--- src/rtl/bus_map_pkg.sv ---
// Address map, slave indices and FSM encoding shared by the CPU data-side bridge.
package bus_map_pkg;

  localparam int NSLV_MAP = 4;

  localparam int SLV_DM   = 0;
  localparam int SLV_TMR0 = 1;
  localparam int SLV_TMR1 = 2;
  localparam int SLV_UART = 3;

  localparam logic [31:0] DM_BASE    = 32'h0000_0000;
  localparam logic [31:0] DM_LIMIT   = 32'h0000_2FFF;
  localparam logic [31:0] TMR0_BASE  = 32'h0000_7F00;
  localparam logic [31:0] TMR0_LIMIT = 32'h0000_7F0B;
  localparam logic [31:0] TMR1_BASE  = 32'h0000_7F10;
  localparam logic [31:0] TMR1_LIMIT = 32'h0000_7F1B;
  localparam logic [31:0] UART_BASE  = 32'h0000_7F30;
  localparam logic [31:0] UART_LIMIT = 32'h0000_7F3F;

  typedef enum logic [1:0] {
    IDLE = 2'd0,
    WAIT = 2'd1,
    RESP = 2'd2
  } state_t;

  // Offset form keeps a zero base from producing an always-true compare.
  function automatic logic in_range(input logic [31:0] a, input logic [31:0] base,
                                    input logic [31:0] limit);
    return (a - base) <= (limit - base);
  endfunction

endpackage

--- src/rtl/addr_decode.sv ---
// Combinational address decoder: one-hot slave select plus an unmapped/misaligned fault flag.
module addr_decode
  import bus_map_pkg::*;
(
  input  logic [31:0]         addr,
  input  logic                we,
  input  logic [3:0]          byteen,
  output logic [NSLV_MAP-1:0] sel,
  output logic                fault
);

  logic [NSLV_MAP-1:0] hit;
  logic                periph;
  logic                misaligned;

  always_comb begin
    hit           = '0;
    hit[SLV_DM]   = in_range(addr, DM_BASE, DM_LIMIT);
    hit[SLV_TMR0] = in_range(addr, TMR0_BASE, TMR0_LIMIT);
    hit[SLV_TMR1] = in_range(addr, TMR1_BASE, TMR1_LIMIT);
    hit[SLV_UART] = in_range(addr, UART_BASE, UART_LIMIT);
    periph        = hit[SLV_TMR0] | hit[SLV_TMR1] | hit[SLV_UART];
    // Peripherals are word-only; dm writes may be sub-word through byteen.
    misaligned    = (periph && ((addr[1:0] != 2'b00) || (we && (byteen != 4'hF)))) ||
                    (hit[SLV_DM] && !we && (addr[1:0] != 2'b00));
    fault         = (hit == '0) || misaligned;
    sel           = fault ? '0 : hit;
  end

endmodule

--- src/rtl/bus_demux_bridge.sv ---
// CPU data-side bridge: decodes one request to dm/timer0/timer1/uart, waits for ack or timeout.
module bus_demux_bridge
  import bus_map_pkg::*;
#(
  parameter int TIMEOUT = 15,
  parameter int NSLV    = 4
) (
  input  logic                 clk,
  input  logic                 reset,
  input  logic                 cpu_req,
  input  logic                 cpu_we,
  input  logic [31:0]          cpu_addr,
  input  logic [31:0]          cpu_wdata,
  input  logic [3:0]           cpu_byteen,
  output logic                 cpu_ready,
  output logic [31:0]          cpu_rdata,
  output logic                 cpu_err,
  output logic [NSLV-1:0]      slv_sel,
  output logic                 slv_we,
  output logic [31:0]          slv_addr,
  output logic [31:0]          slv_wdata,
  output logic [3:0]           slv_byteen,
  input  logic [32*NSLV-1:0]   slv_rdata,
  input  logic [NSLV-1:0]      slv_ack
);

  localparam logic [7:0] CNT_LAST = 8'(TIMEOUT - 1);

  state_t         state, state_n;
  logic [7:0]     cnt, cnt_n;
  logic [NSLV-1:0] sel_n;
  logic           ready_n, err_n, capture;
  logic [31:0]    rdata_n, ack_data;
  logic [NSLV-1:0] dec_sel;
  logic           dec_fault;

  addr_decode u_addr_decode (
    .addr   (cpu_addr),
    .we     (cpu_we),
    .byteen (cpu_byteen),
    .sel    (dec_sel),
    .fault  (dec_fault)
  );

  always_comb begin
    ack_data = '0;
    for (int i = 0; i < NSLV; i++) begin
      if (slv_sel[i]) ack_data = ack_data | slv_rdata[32*i +: 32];
    end
  end

  // Response outputs are computed one state ahead so they come straight from flops.
  always_comb begin
    state_n = state;
    sel_n   = slv_sel;
    cnt_n   = cnt;
    ready_n = 1'b0;
    err_n   = 1'b0;
    rdata_n = '0;
    capture = 1'b0;
    case (state)
      IDLE: begin
        if (cpu_req) begin
          capture = 1'b1;
          if (dec_fault) begin
            sel_n   = '0;
            state_n = RESP;
            ready_n = 1'b1;
            err_n   = 1'b1;
          end else begin
            sel_n   = dec_sel;
            cnt_n   = '0;
            state_n = WAIT;
          end
        end
      end
      WAIT: begin
        if ((slv_ack & slv_sel) != '0) begin
          sel_n   = '0;
          state_n = RESP;
          ready_n = 1'b1;
          rdata_n = slv_we ? 32'h0 : ack_data;
        end else if (cnt == CNT_LAST) begin
          sel_n   = '0;
          state_n = RESP;
          ready_n = 1'b1;
          err_n   = 1'b1;
        end else begin
          cnt_n = cnt + 8'd1;
        end
      end
      RESP:    state_n = IDLE;
      default: state_n = IDLE;
    endcase
  end

  always_ff @(posedge clk) begin
    if (reset) begin
      state      <= IDLE;
      cnt        <= '0;
      slv_sel    <= '0;
      cpu_ready  <= 1'b0;
      cpu_err    <= 1'b0;
      cpu_rdata  <= '0;
      slv_we     <= 1'b0;
      slv_addr   <= '0;
      slv_wdata  <= '0;
      slv_byteen <= '0;
    end else begin
      state     <= state_n;
      cnt       <= cnt_n;
      slv_sel   <= sel_n;
      cpu_ready <= ready_n;
      cpu_err   <= err_n;
      cpu_rdata <= rdata_n;
      if (capture) begin
        slv_we     <= cpu_we;
        slv_addr   <= cpu_addr;
        slv_wdata  <= cpu_wdata;
        slv_byteen <= cpu_we ? cpu_byteen : 4'h0;
      end
    end
  end

endmodule

--- config.mk ---
export PLATFORM = sky130hd
export DESIGN_NAME = bus_demux_bridge
export DESIGN_NICKNAME = d
export VERILOG_FILES = /design/src/rtl/bus_map_pkg.sv /design/src/rtl/addr_decode.sv /design/src/rtl/bus_demux_bridge.sv
export SDC_FILE = /design/constraint.sdc
export NUM_CORES = 1
export LEC_CHECK = 0
export ABC_AREA = 1
export BUFFER_PORTS_ARGS = -buffer_cell sky130_fd_sc_hd__buf_2
export CORE_UTILIZATION = 25
export DETAILED_ROUTE_END_ITERATION = 8
export GPL_TIMING_DRIVEN = 1
export REMOVE_ABC_BUFFERS = 1
export SLEW_MARGIN = 20
export SYNTH_ARGS = -nofsm -noshare
export SYNTH_HDL_FRONTEND = slang
export SYNTH_HIERARCHICAL = 1
export SYNTH_SLANG_ARGS = --single-unit
--- constraint.sdc ---
create_clock -name clk -period 4.5 [get_ports clk]
set_clock_uncertainty 0.2 [all_clocks]
set_input_delay 0.9 -clock clk [delete_from_list [all_inputs] [get_ports clk]]
set_output_delay 0.9 -clock clk [all_outputs]
set_load 0.005 [all_outputs]
# ---- After elaboration in Yosys (flattened, before gate mapping)
# Index checks and enable logic that the tools add are counted.
dict set report word_totals {
  ff_bits 117
  in_bits 204
  out_inout_bits 107
  elab_cells 80
}
dict set report op_classes {
  add_sub_neg 4
  magnitude_cmp 4
  n_eq_ne 8
  mux 29
  bitwise 8
  reduce_logical 17
}
# operator n
set op_table {}
lappend op_table {{$mux W32} 4}
lappend op_table {{$le A32 B4 Y1 const B} 3}
lappend op_table {{$or A32 B32 Y32} 3}
lappend op_table {{$sub A32 B15 Y32 const B} 3}
lappend op_table {{$le A32 B14 Y1 const B} 1}
lappend op_table {{$mux W8} 4}
lappend op_table {{$mux W4} 5}
lappend op_table {{$pmux W8 S2} 1}
lappend op_table {{$add A8 B1 Y8 const B} 1}
lappend op_table {{$eq A8 B4 Y1 const B} 1}
lappend op_table {{$mux W2} 4}
lappend op_table {{$ne A2 B2 Y1 const B} 4}
lappend op_table {{$pmux W4 S2} 1}
lappend op_table {{$mux W1} 7}
lappend op_table {{$reduce_and A5 Y1} 1}
lappend op_table {{$and A4 B4 Y4} 1}
lappend op_table {{$logic_and A1 B1 Y1} 4}
lappend op_table {{$logic_not A4 Y1} 1}
lappend op_table {{$ne A4 B4 Y1 const B} 1}
lappend op_table {{$pmux W1 S2} 2}
lappend op_table {{$pmux W2 S2} 1}
lappend op_table {{$reduce_bool A2 Y1} 2}
lappend op_table {{$reduce_bool A4 Y1} 1}
lappend op_table {{$reduce_or A4 Y1} 1}
lappend op_table {{9 further kinds} 13}

# ---- Depth between registers and ports, before layout
dict set report depth {
  ltp_word 10
  depth_mapped 22
  mapped_depth_nobuf 22
}

# ---- By module
# The synthesis kept the hierarchy.
# module n_inst cells_each area_per_inst_um2 seq_area_each_um2
set by_module_without_submodules {}
lappend by_module_without_submodules {bus_demux_bridge 1 616 4822.1 2342.2}
lappend by_module_without_submodules {addr_decode 1 378 1734.2 0.0}

# ---- Worst setup path after synthesis
# Ideal clock, no wire load.
dict set report synth_path {
  path_type {input port to flip-flop}
  startpoint {in cpu_addr[20]}
  endpoint {reg cnt[7]}
  setup_time_ns 0.113
  arrival_ns 2.802
  required_ns 4.187
  path_slack_ns 1.385
  path_stages 19
  path_buffers 2
  cell_sequence {buf_2 -> nor2_2 -> nand2_2 -> nor2_8 -> buf_6 -> nand3_2 -> nand2_1 -> nand2_1 -> nor2_1 -> nand3_1 -> nor2_1 -> nand2_1 -> nand4_2 -> nand2_2 -> nand3b_1 -> nand2_4 -> nand2_1 -> nand2_1 -> nor2_1}
}
dict set report synth_between {
  elab_chain_len 9
  word_cells_on_any_way 17
  classes_between {add/sub: 3; order compare: 4; eq/ne: 1; bitwise: 2; reduce/logical: 7}
}
# element line
set synth_rtl {}
lappend synth_rtl {{start, declared} bus_demux_bridge.sv:12} ;# input logic [31:0] cpu_addr,
lappend synth_rtl {{$sub A32 B15 Y32} bus_map_pkg.sv:29} ;# return (a - base) <= (limit - base);
lappend synth_rtl {{$le A32 B4 Y1} bus_map_pkg.sv:29}
lappend synth_rtl {{$or A1 B1 Y1 (2 in series)} addr_decode.sv:22} ;# periph = hit[SLV_TMR0] | hit[SLV_TMR1] | hit[SLV_UART];
lappend synth_rtl {{$logic_and A1 B1 Y1} addr_decode.sv:24} ;# misaligned = (periph && ((addr[1:0] != 2'b00) || (we && (byteen != 4'hF)))) ||
lappend synth_rtl {{$logic_or A1 B1 Y1} addr_decode.sv:24}
lappend synth_rtl {{$logic_or A1 B1 Y1 *} addr_decode.sv:26} ;# fault = (hit == '0) || misaligned;
lappend synth_rtl {{named net dec_fault} bus_demux_bridge.sv:35} ;# logic dec_fault;
lappend synth_rtl {{$ne A2 B2 Y1 (no line) *} --}
lappend synth_rtl {{$reduce_and A5 Y1 (no line) *} --}
lappend synth_rtl {{end signal, assigned} bus_demux_bridge.sv:111} ;# cnt <= cnt_n;
lappend synth_rtl {{end, declared} bus_demux_bridge.sv:30} ;# logic [7:0] cnt, cnt_n;
# Mark *: on every way through the listed nets, which the timed path passes. The rest lies on a longest branch.
# A chain may end at the register's enable or synchronous reset.

# ---- Worst setup path in the final report
dict set report layout_path {
  startpoint {in cpu_addr[6]}
  endpoint {reg cnt[7]}
}
# Same word-level chain as after synthesis.

==> metrics.yaml <==
place:
  post-place-ws_ns: 0.6968
  dp_hpwl_mm: 21.12
  gp_congestion: 0.9720
  io_buffers: 310
  place.detailed.instances: 1597
sta:
  finalHoldViolCount: 0
  setup_viol: 0
  drv_slew: 0
  fmax_mhz: 289.9
  layout_min_cycle_time_ns: 3.449
  rsz0062_at_grt: "no"
  fin_ws_ns: 1.051
  worstMarginPinSlew_ns: 0.8626
  timing.final.crit_share_pct: 76.65
  finalSetupTns_ns: 0
  relSlewSlack_pct: 42.41
power_and_ir_drop:
  p_per_area_nw_per_um2: 328.1
  leakagePower_uw: 0.004397
  worst_ir_drop_vdd_mv: 0.2313
grt:
  grt_max_degree: 72
  grt_pass1_wl_mm: 40.41
  grt_pass1_vias: 7114
  track_usage_pct: 20.00
  grt_overflow: 0
  grt_antenna_before_repair: 3
route:
  ant_nets: 0
  first_pass_iters: 5
  drt_wl_total_mm: 27.36
  num_vias: 7633
  vias_per_cell: 4.680
  drc: 0
  drt_iter0_markers: 606
  wl_per_cell_um: 16.77
critical_path:
  cp_data_arrival_time_ns: 3.54
  worstPathCellList: "buf_2, nor2_2, nand2_1, nand3_1, nand3_1, nand2_1, nand2_1, nor2_1, nand2_1, nor2_1, nand3_1, nand4_2, nand2_2, nand3b_1, nand2_4, nand2_1, nand2_1, nor2_1"
  crit_top_cell: "nand2_1"
  worst-path-max-fanout: 10
  worst_ep_required_time_ns: 4.59
  cp_num_buf_inv: 1
  worst_path_max_delay_cell: "nand3b_1"
  crit_path_start_kind: "input pin"
  setup.worst_path.end_class: "flip-flop"
  criticalPathCategory: "input pin to flip-flop"
  cp_top_family: "simple AND/OR/NAND/NOR gates"
  slowest_delay_ns: 0.37
cts:
  postCtsResizedCells: 0
  cts_buffers: 17
  cts-root-buf: "clkbuf_16"
  tritoncts: "done"
  post-cts-setup-buffer-count: 0
  h-tree-depth: 4
  postCtsHoldBufs: 0
  clkTransAtPathRegs_ns: 0.05
  insertion_delay_ns: 0.40
  cts_buffer_depth: 2
  cts.sinks: 117
floorplan:
  dieHeight_um: 163.9
  die-area_um2: 26880
  coreArea_um2: 25470
  dieWidth_um: 163.9
  rows: 58
  ios: 311
  initial_core_util_pct: 25.74
final_layout:
  fin_cells: 1631
  drive_gt1_share_pct: 33.26
  area_delta_synth_final_pct: 36.81
  num-nets-final: 1492
synth:
  synthAdderAreaFrac_pct: 0.3817
  synth-seq-area-share_pct: 35.73
  synthXorXnorAreaFrac_pct: 0.4008
  synthMuxAreaShare_pct: 0
  synth_compound_area_share_pct: 18.00
  synth_cell_types: 37
  synth-simple-area-share_pct: 38.74
  synth_area_um2: 6556
  synthCells: 994
  synth_top_family_by_area: "simple AND/OR/NAND/NOR gates"
  synth_area_per_cell_um2: 6.596
  synth_warnings: 6
  synth-seq-cells: 117
flow_run:
  maxCapViolCount: 0
min_path:
  min_path_type: "flip-flop to flip-flop"
status:
  status: "completed"
path summary, 6_finish.rpt:
path | start | end | slack [ns] | cells past startpoint
setup / recovery | cpu_addr[6] | cnt[7] | 1.05 | 18
hold / removal | slv_byteen[3] | slv_byteen[3] | 0.26 | 2
setup reg to reg | slv_sel[1] | cpu_rdata[7] | 2.23 | 5
hold reg to reg | slv_byteen[3] | slv_byteen[3] | 0.26 | 2
routing by layer:
layer  share of wire (%)  routed length, µm  vias to the layer above  global-route usage, %
li1                    -                  -                     3834                      -
met1                  41              11180                     3486                  23.11
met2                  51              13950                      275                  36.19
met3                 5.4               1473                       38                  3.636
met4                 2.7                751                        0                  7.870
met5                   0                  0                        -                      0
cell families after synthesis:
family | after synthesis
compound gates | 187
flops | 117
simple gates | 580
xor+xnor | 3
fa+ha+maj | 2
buf+inv | 105
cell usage after synthesis (all sizes together):
cell type  count  area, µm²
clkinv         1      3.750
inv           59      224.0
o21ai         72      364.1
nand3         68      385.4
o21bai         1      7.510
and2           1      6.260
o211ai         1      7.510
a21boi         1      7.510
ha             2      25.02
nand2        260       1036
nor3b          1      7.510
nor3           2      15.01
nand3b         2      15.01
buf           17      110.1
clkbuf        28      105.1
nor4           1      6.260
xor2           3      26.28
a21oi         80      513.0
nand4         17      112.6
a22o          32      280.3
dfxtp        117       2342
nor2         228      955.9
power by group:
part,internal (µW),switching [µW]
sequential,1090,30.9
combinational,183,271
clock,835,536
state kept, by name, summed over array words and instances, names as in the netlist:
signal and flops:
cpu_ready 1, slv_byteen 4, slv_wdata 32, cpu_rdata 32, state 2, slv_addr 32
slv_we 1, slv_sel 4, cnt 8, cpu_err 1
worst register-to-register path, stage by stage (launching register included):
cell and delay (ns):
dfxtp_1 0.58, nand2_1 0.20, nand2_2 0.13, o21ai_4 0.54, buf_4 0.42, a21oi_2 0.08
metrics by stage:
step                      util (%)  area (µm²)  hold WS [ns]  total power, µW
final                        35.21        8970        0.2626             2943
after CTS                    35.20        8965        0.2671             2994
after detailed placement     32.87        8373        0.2588             1597
after floorplan                  -        6341        0.2557             1347
after global placement       32.87        8373        0.2503             1594
after global routing         35.21        8970        0.2870             3092
area by class of cell:
cell class	instances	area [µm²]
Antenna cell	2	5.005
Clock buffer	18	439.2
Clock inverter	14	152.6
Fill cell	2808	16500
Inverter	60	227.7
Multi-Input combinational cell	772	3779
Sequential cell	117	2342
Tap cell	330	412.9
Timing Repair Buffer	318	1612
cells in the final DEF (no fill, tap or decap), types with 2 or more instances in the layout:
| master | n |
|---|---|
| a21oi_1 | 50 |
| a21oi_2 | 30 |
| a22o_1 | 32 |
| buf_2 | 310 |
| buf_4 | 8 |
| bufinv_16 | 2 |
| clkbuf_16 | 17 |
| clkinv_1 | 2 |
| clkinv_2 | 2 |
| clkinv_4 | 3 |
| clkinvlp_4 | 4 |
| dfxtp_1 | 117 |
| diode_2 | 2 |
| ha_1 | 2 |
| inv_1 | 50 |
| inv_2 | 7 |
| inv_6 | 3 |
| nand2_1 | 244 |
| nand2_2 | 12 |
| nand2_4 | 4 |
| nand3_1 | 62 |
| nand3_2 | 4 |
| nand3_4 | 2 |
| nand3b_1 | 2 |
| nand4_1 | 16 |
| nor2_1 | 209 |
| nor2_2 | 12 |
| nor2_4 | 5 |
| nor2_8 | 2 |
| o21ai_0 | 70 |
| xor2_1 | 3 |
Note: power is estimated with default switching activity, not from simulation.
